**src/rtl/sa_mux_pkg.sv**
```systemverilog
// Shared types and helpers for the round-robin mux funnel family.
package sa_mux_pkg;

    typedef enum logic {
        IDLE   = 1'b0,
        LOCKED = 1'b1
    } lock_state_e;

    // Index width for an n-entry source field; a single channel still needs one bit.
    function automatic int src_width(input int n);
        return (n > 1) ? $clog2(n) : 1;
    endfunction

endpackage

```
**src/rtl/sa_mux_rr_pipe_if.sv**
```systemverilog
// Upstream channel bundle plus the registered downstream link of the mux.
interface sa_mux_rr_pipe_if import sa_mux_pkg::*; #(
    parameter int NUM_IN = 4,
    parameter int DATA_W = 32
);
    localparam int SRC_W = src_width(NUM_IN);

    logic [NUM_IN-1:0]        in_valid;
    logic [NUM_IN-1:0]        in_ready;
    logic [NUM_IN*DATA_W-1:0] in_data;
    logic [NUM_IN-1:0]        in_last;
    logic                     out_valid;
    logic                     out_ready;
    logic [DATA_W-1:0]        out_data;
    logic                     out_last;
    logic [SRC_W-1:0]         out_src;

    // Environment side: drives the channels and the downstream ready.
    modport master (
        output in_valid, in_data, in_last, out_ready,
        input  in_ready, out_valid, out_data, out_last, out_src
    );

    // Mux side.
    modport slave (
        input  in_valid, in_data, in_last, out_ready,
        output in_ready, out_valid, out_data, out_last, out_src
    );

endinterface

```
**src/rtl/sa_rr_arb.sv**
```systemverilog
// Combinational round-robin picker: first requester at or after ptr, with wrap.
module sa_rr_arb #(
    parameter int N     = 4,
    parameter int IDX_W = 2
) (
    input  logic [N-1:0]     req,
    input  logic [IDX_W-1:0] ptr,
    output logic [N-1:0]     gnt,
    output logic [IDX_W-1:0] idx
);

    int               j;
    logic [IDX_W-1:0] cand;

    always_comb begin
        // NOTE: every always_comb output gets a default first so no path infers a latch.
        idx  = '0;
        j    = 0;
        cand = '0;
        // Walk the offsets from farthest to nearest so the nearest requester wins.
        for (int k = N - 1; k >= 0; k--) begin
            j    = (int'(ptr) + k) % N;
            cand = IDX_W'(j);
            if (req[cand]) idx = cand;
        end
    end

    always_comb begin
        gnt = '0;
        for (int i = 0; i < N; i++) begin
            gnt[i] = req[idx] && (idx == IDX_W'(i));
        end
    end

endmodule

```
**src/rtl/sa_mux_rr_pipe.sv**
```systemverilog
// N:1 round-robin mux with valid/ready, packet locking on last, and a registered output.
module sa_mux_rr_pipe import sa_mux_pkg::*; #(
    parameter int NUM_IN = 4,
    parameter int DATA_W = 32
) (
    input logic              nvdla_core_clk,
    input logic              nvdla_core_rstn,
    sa_mux_rr_pipe_if.slave  bus
);
    localparam int SRC_W = src_width(NUM_IN);

    lock_state_e       state, state_nxt;
    logic              lock;
    logic [SRC_W-1:0]  rr_ptr, lock_src, arb_idx, sel;
    logic [NUM_IN-1:0] arb_gnt, ready;
    logic              slot_free, xfer, sel_last;
    logic [DATA_W-1:0] sel_data;

    logic              out_valid_q, out_last_q;
    logic [DATA_W-1:0] out_data_q;
    logic [SRC_W-1:0]  out_src_q;

    sa_rr_arb #(.N(NUM_IN), .IDX_W(SRC_W)) u_arb (
        .req (bus.in_valid),
        .ptr (rr_ptr),
        .gnt (arb_gnt),
        .idx (arb_idx)
    );

    assign slot_free = !out_valid_q || bus.out_ready;
    assign sel       = lock ? lock_src : arb_idx;
    assign sel_data  = bus.in_data[int'(sel)*DATA_W +: DATA_W];
    assign sel_last  = bus.in_last[sel];

    // While locked only the owning channel may be accepted; reset masks every grant.
    always_comb begin
        ready = '0;
        for (int i = 0; i < NUM_IN; i++) begin
            if (lock) ready[i] = bus.in_valid[i] && (lock_src == SRC_W'(i));
            else      ready[i] = arb_gnt[i];
        end
        if (!slot_free || !nvdla_core_rstn) ready = '0;
    end

    assign xfer         = |ready;
    assign bus.in_ready = ready;

    always_ff @(posedge nvdla_core_clk or negedge nvdla_core_rstn) begin
        // NOTE: sequential state uses non-blocking assignments so every flop samples pre-edge values.
        if (!nvdla_core_rstn) begin
            out_valid_q <= 1'b0;
            out_data_q  <= '0;
            out_last_q  <= 1'b0;
            out_src_q   <= '0;
        end else if (xfer) begin
            out_valid_q <= 1'b1;
            out_data_q  <= sel_data;
            out_last_q  <= sel_last;
            out_src_q   <= sel;
        end else if (bus.out_ready) begin
            out_valid_q <= 1'b0;
        end
    end

    assign bus.out_valid = out_valid_q;
    assign bus.out_data  = out_data_q;
    assign bus.out_last  = out_last_q;
    assign bus.out_src   = out_src_q;

    // Fairness advances per packet: the pointer only moves on a last beat.
    always_ff @(posedge nvdla_core_clk or negedge nvdla_core_rstn) begin
        if (!nvdla_core_rstn) begin
            rr_ptr   <= '0;
            lock_src <= '0;
        end else if (xfer) begin
            if (sel_last) rr_ptr <= (sel == SRC_W'(NUM_IN - 1)) ? '0 : sel + SRC_W'(1);
            if (!lock)    lock_src <= sel;
        end
    end

    always_ff @(posedge nvdla_core_clk or negedge nvdla_core_rstn) begin
        if (!nvdla_core_rstn) state <= IDLE;
        else                  state <= state_nxt;
    end

    always_comb begin
        state_nxt = state;
        case (state)
            IDLE:    if (xfer && !sel_last) state_nxt = LOCKED;
            LOCKED:  if (xfer &&  sel_last) state_nxt = IDLE;
            default: state_nxt = IDLE;
        endcase
    end

    always_comb begin
        lock = (state == LOCKED);
    end

endmodule

```
**src/flat_wrapper.sv**
```systemverilog
// flat-port wrapper written by rule: the top's interface ports become plain ports
module sa_mux_rr_pipe_flat import sa_mux_pkg::*;
#(
    parameter int NUM_IN = 4,
    parameter int DATA_W = 32
)
  (nvdla_core_clk, nvdla_core_rstn, bus_in_valid, bus_in_data, bus_in_last, bus_out_ready, bus_in_ready, bus_out_valid, bus_out_data, bus_out_last, bus_out_src);
  sa_mux_rr_pipe_if #(.NUM_IN(NUM_IN), .DATA_W(DATA_W)) bus_i ();
  input logic nvdla_core_clk;
  input logic nvdla_core_rstn;
  input wire logic [$bits(bus_i.in_valid)-1:0] bus_in_valid;
  input wire logic [$bits(bus_i.in_data)-1:0] bus_in_data;
  input wire logic [$bits(bus_i.in_last)-1:0] bus_in_last;
  input wire logic [$bits(bus_i.out_ready)-1:0] bus_out_ready;
  output wire logic [$bits(bus_i.in_ready)-1:0] bus_in_ready;
  output wire logic [$bits(bus_i.out_valid)-1:0] bus_out_valid;
  output wire logic [$bits(bus_i.out_data)-1:0] bus_out_data;
  output wire logic [$bits(bus_i.out_last)-1:0] bus_out_last;
  output wire logic [$bits(bus_i.out_src)-1:0] bus_out_src;
  assign bus_i.in_valid = bus_in_valid;
  assign bus_i.in_data = bus_in_data;
  assign bus_i.in_last = bus_in_last;
  assign bus_i.out_ready = bus_out_ready;
  assign bus_in_ready = bus_i.in_ready;
  assign bus_out_valid = bus_i.out_valid;
  assign bus_out_data = bus_i.out_data;
  assign bus_out_last = bus_i.out_last;
  assign bus_out_src = bus_i.out_src;
  sa_mux_rr_pipe #(.NUM_IN(NUM_IN), .DATA_W(DATA_W)) u_core (.nvdla_core_clk(nvdla_core_clk), .nvdla_core_rstn(nvdla_core_rstn), .bus(bus_i));
endmodule
```
**config.mk**
```make
export PLATFORM = sky130hd
export DESIGN_NAME = sa_mux_rr_pipe_flat
export DESIGN_NICKNAME = d
export VERILOG_FILES = /design/src/rtl/sa_mux_pkg.sv /design/src/rtl/sa_mux_rr_pipe_if.sv /design/src/rtl/sa_rr_arb.sv /design/src/rtl/sa_mux_rr_pipe.sv /design/src/flat_wrapper.sv
export SDC_FILE = /design/constraint.sdc
export NUM_CORES = 1
export LEC_CHECK = 0
export CORE_MARGIN = 2
export CORE_UTILIZATION = 38
export DETAILED_ROUTE_END_ITERATION = 6
export PLACE_DENSITY = 0.93
export SETUP_SLACK_MARGIN = 0.15
export SYNTH_ARGS = -nofsm -noshare
export SYNTH_HDL_FRONTEND = slang
export SYNTH_SLANG_ARGS = --single-unit
```
**constraint.sdc**
```tcl
create_clock -name nvdla_core_clk -period 3 [get_ports nvdla_core_clk]
set_clock_uncertainty 0.2 [all_clocks]
set_input_delay 0.6 -clock nvdla_core_clk [delete_from_list [all_inputs] [get_ports nvdla_core_clk]]
set_output_delay 0.6 -clock nvdla_core_clk [all_outputs]
set_load 0.02 [all_outputs]
```
==> impl_metrics.json <==
{
  "crit_path_max_fanout": 2,
  "avgSynthCellArea_um2": 12.3,
  "ff2ff_path_depth": 7,
  "antenna_left": 0,
  "drt_iter0_drc": 52,
  "slew_violations": 0,
  "antenna_found_initial": 0,
  "finalHoldViolCount": 0,
  "grt_max_degree": 41,
  "die_h_um": 92.3,
  "worstMarginPinSlew_ns": 0.510,
  "fill_cells": 581,
  "drive_gt1_frac": 0.223,
  "area_delta_synth_final_pct": 75.6,
  "grt_usage": 0.205,
  "r2r_start": "u_core.rr_ptr[1]$_DFFE_PN0P_",
  "place_ws_ns": -0.695,
  "io_buffers": 178,
  "globalRouteMet3Util": 0.0537,
  "drc": 0,
  "syn-num-nets": 381,
  "place_area_um2": 5050,
  "worstSkewPairLatency_ns": 0.30,
  "hp-class": "input port to async pin",
  "rsz0062_at_grt": "yes",
  "cts_buffers": 5,
  "grt_busiest_layer": "met2",
  "setup_viol": 0,
  "worst_slack_ns": 0.167,
  "path_cells": "clkdlybuf4s50_1 -> nand2b_4 -> nand2_1 -> buf_4 -> o41a_2 -> inv_2 -> buf_4",
  "yosysSeqAreaShare": 0.346,
  "maxCapViolCount": 0,
  "fin_crit_sh": 0.944,
  "finalWirelength_um": 8690,
  "initial_core_util": 0.388,
  "clock.fmax_ghz": 0.353,
  "fin_cells": 546,
  "design_area_um2": 5200,
  "wire_per_inst_um": 15.9,
  "p_leak_nw": 2.37,
  "r2r_setup_slack_ns": 0.33,
  "cts_hold_buffers": 0,
  "cp.depth": 7,
  "cp-start-kind": "input port",
  "dr_total_vias": 2698,
  "place_congestion": 0.848,
  "crit_family": "buffers and inverters",
  "overflow": 0,
  "p_per_area_nw_per_um2": 1020,
  "rows": 32,
  "worstReg2RegEnd": "u_core.rr_ptr[1]$_DFFE_PN0P_",
  "synth_edf_count": 0,
  "worst_setup_path_end_kind": "primary output",
  "diodes": 0,
  "clk_pin_slew_ns": 0.08,
  "crit_type": "input port to primary output",
  "hpwlAfterDp_um": 6950,
  "die_area_um2": 8520,
  "nets": 583,
  "drt_first_pass_iters": 4,
  "slowest_stage": "clkdlybuf4s50_1",
  "tns_ns": 0,
  "htree_num_levels": 2,
  "path_buf_inv": 4,
  "pin_count": 179,
  "use_met1": 0.211,
  "outcome": "completed",
  "ir_worst_vdd_mv": 0.462,
  "cp-endpoint": "bus_in_ready[0]",
  "dpl.cell_count": 536,
  "core_area_um2": 7650,
  "worst-endpoint-arrival_ns": 2.03,
  "netlist_area_um2": 2960,
  "cpPeakStageDelay_ns": 0.46,
  "relSlewSlack": 0.660,
  "netlist_instances": 241,
  "cts_buffer_depth": 2,
  "cts_tree": "yes",
  "cp_common_cell": "buf_4",
  "holdWs_ns": 0.0491,
  "ys_warn_count": 0,
  "crit_start": "bus_out_ready",
  "grt_pass1_vias": 2879,
  "use_met2": 0.395,
  "grt_pass1_wl_um": 13800,
  "final.min_clock_period_ns": 2.83,
  "ys.flop_type": "dfrtp_1",
  "ys_async_sr_fraction": 1.00,
  "die_x_um": 92.3,
  "viasPerCell": 4.94,
  "synth.distinct_cells": 36,
  "cts_sinks": 41,
  "cts_root_buf": "clkbuf_8",
  "cp.required_ns": 2.20,
  "synth-seq-cells": 41
}
-- registers in the layout (all words and copies together), names as in the netlist, named ones only --
register / flops
u_core.bus.out_data: 32
u_core.rr_ptr: 2
u_core.lock_src: 2
u_core.bus.out_valid: 1
u_core.bus.out_last: 1
u_core.bus.out_src: 2
-- per-stage QoR --
step / power, W / utilization
after CTS: 0.00534 / 0.678
final: 0.00531 / 0.681
after global placement: 0.00475 / 0.660
after detailed placement: 0.00483 / 0.660
after global routing: 0.00562 / 0.681
after floorplan: 0.00355 / -
-- layer usage --
metal  vias up  part of all wire
met5         -                 0
met4         0             0.020
met3        18             0.063
met2       100              0.55
met1      1286              0.37
li1       1294                 -
-- where the power goes --
group	internal, W	leakage, nW	total (W)	switching, W
Clock	0.000271	0.0585	0.000468	0.000196
Combinational	0.00214	1.83	0.00380	0.00166
Sequential	0.000856	0.482	0.00104	0.000186
-- placed cells by master (no fill, tap or decap), types with 2 or more instances in the layout --
cell type / n
buf_6: 2
inv_1: 5
nor2_1: 2
buf_12: 4
dfrtp_2: 2
clkdlybuf4s50_1: 169
o21ai_0: 3
buf_2: 3
o21a_1: 2
mux2_4: 27
mux2i_1: 97
inv_2: 2
dfrtp_1: 39
clkbuf_8: 6
nand2_1: 8
nand4_1: 2
a21oi_1: 4
clkbuf_2: 2
mux2_2: 9
buf_4: 28
o22ai_1: 2
-- area by class of cell --
cell class,count,area [um2],area share
inverter,7,26.3,0.00505
clock buffer,7,86.3,0.0166
tap,102,128,0.0245
sequential,41,1030,0.198
timing repair buffer,210,2050,0.394
multi-input combinational,178,1860,0.357
clock inverter,1,30.0,0.00577
-- repair_timing --
item                                    in CTS  in global routing
endpoints found under the setup margin      41                  5
pin swaps                                    4                  2
buffers inserted                             1                  1
gates resized for setup                     30                 10
endpoints found under the hold margin        0                  0
-- cell usage after synthesis (all sizes together) (2+ instances only) --
cell,n,area [um2]
o21ai,3,15.0
o21a,2,15.0
mux2,36,507
inv,7,26.3
a21oi,4,20.0
dfrtp,41,1030
buf,14,110
nand2,8,30.0
o41a,2,23.8
nand2b,2,12.5
o22ai,2,12.5
nand4,2,12.5
mux2i,97,971
or2,2,12.5
nor2,2,7.51
-- worst min-delay path by stage --
| stage | from | endpoint | slack, ns | cells past startpoint |
|---|---|---|---|---|
| 2_1_floorplan | nvdla_core_rstn | async pin | 0.10 | 0 |
| 3_3_place_gp | u_core.bus.out_data[29]$_DFFE_PN0P_ | u_core.bus.out_data[29]$_DFFE_PN0P_ | 0.29 | 1 |
| 3_5_place_dp | u_core.bus.out_src[0]$_DFFE_PN0P_ | u_core.bus.out_src[0]$_DFFE_PN0P_ | 0.29 | 1 |
| 4_1_cts | nvdla_core_rstn | u_core.lock_src[0]$_DFFE_PN0P_ | 0.02 | 2 |
| 5_1_grt | nvdla_core_rstn | u_core.lock_src[0]$_DFFE_PN0P_ | 0.04 | 2 |
| 6_report | nvdla_core_rstn | u_core.lock_src[0]$_DFFE_PN0P_ | 0.05 | 2 |
-- cell families after synthesis --
kind of cell             synth area share
multiplexers                        0.506
buffers and inverters              0.0473
AND/OR/NAND/NOR                    0.0452
AO/OA/AOI/OAI                      0.0511
adder cells (fa/ha/maj)           0.00422
flip-flops                          0.346
No activity file was read; power rests on OpenSTA's default activity.
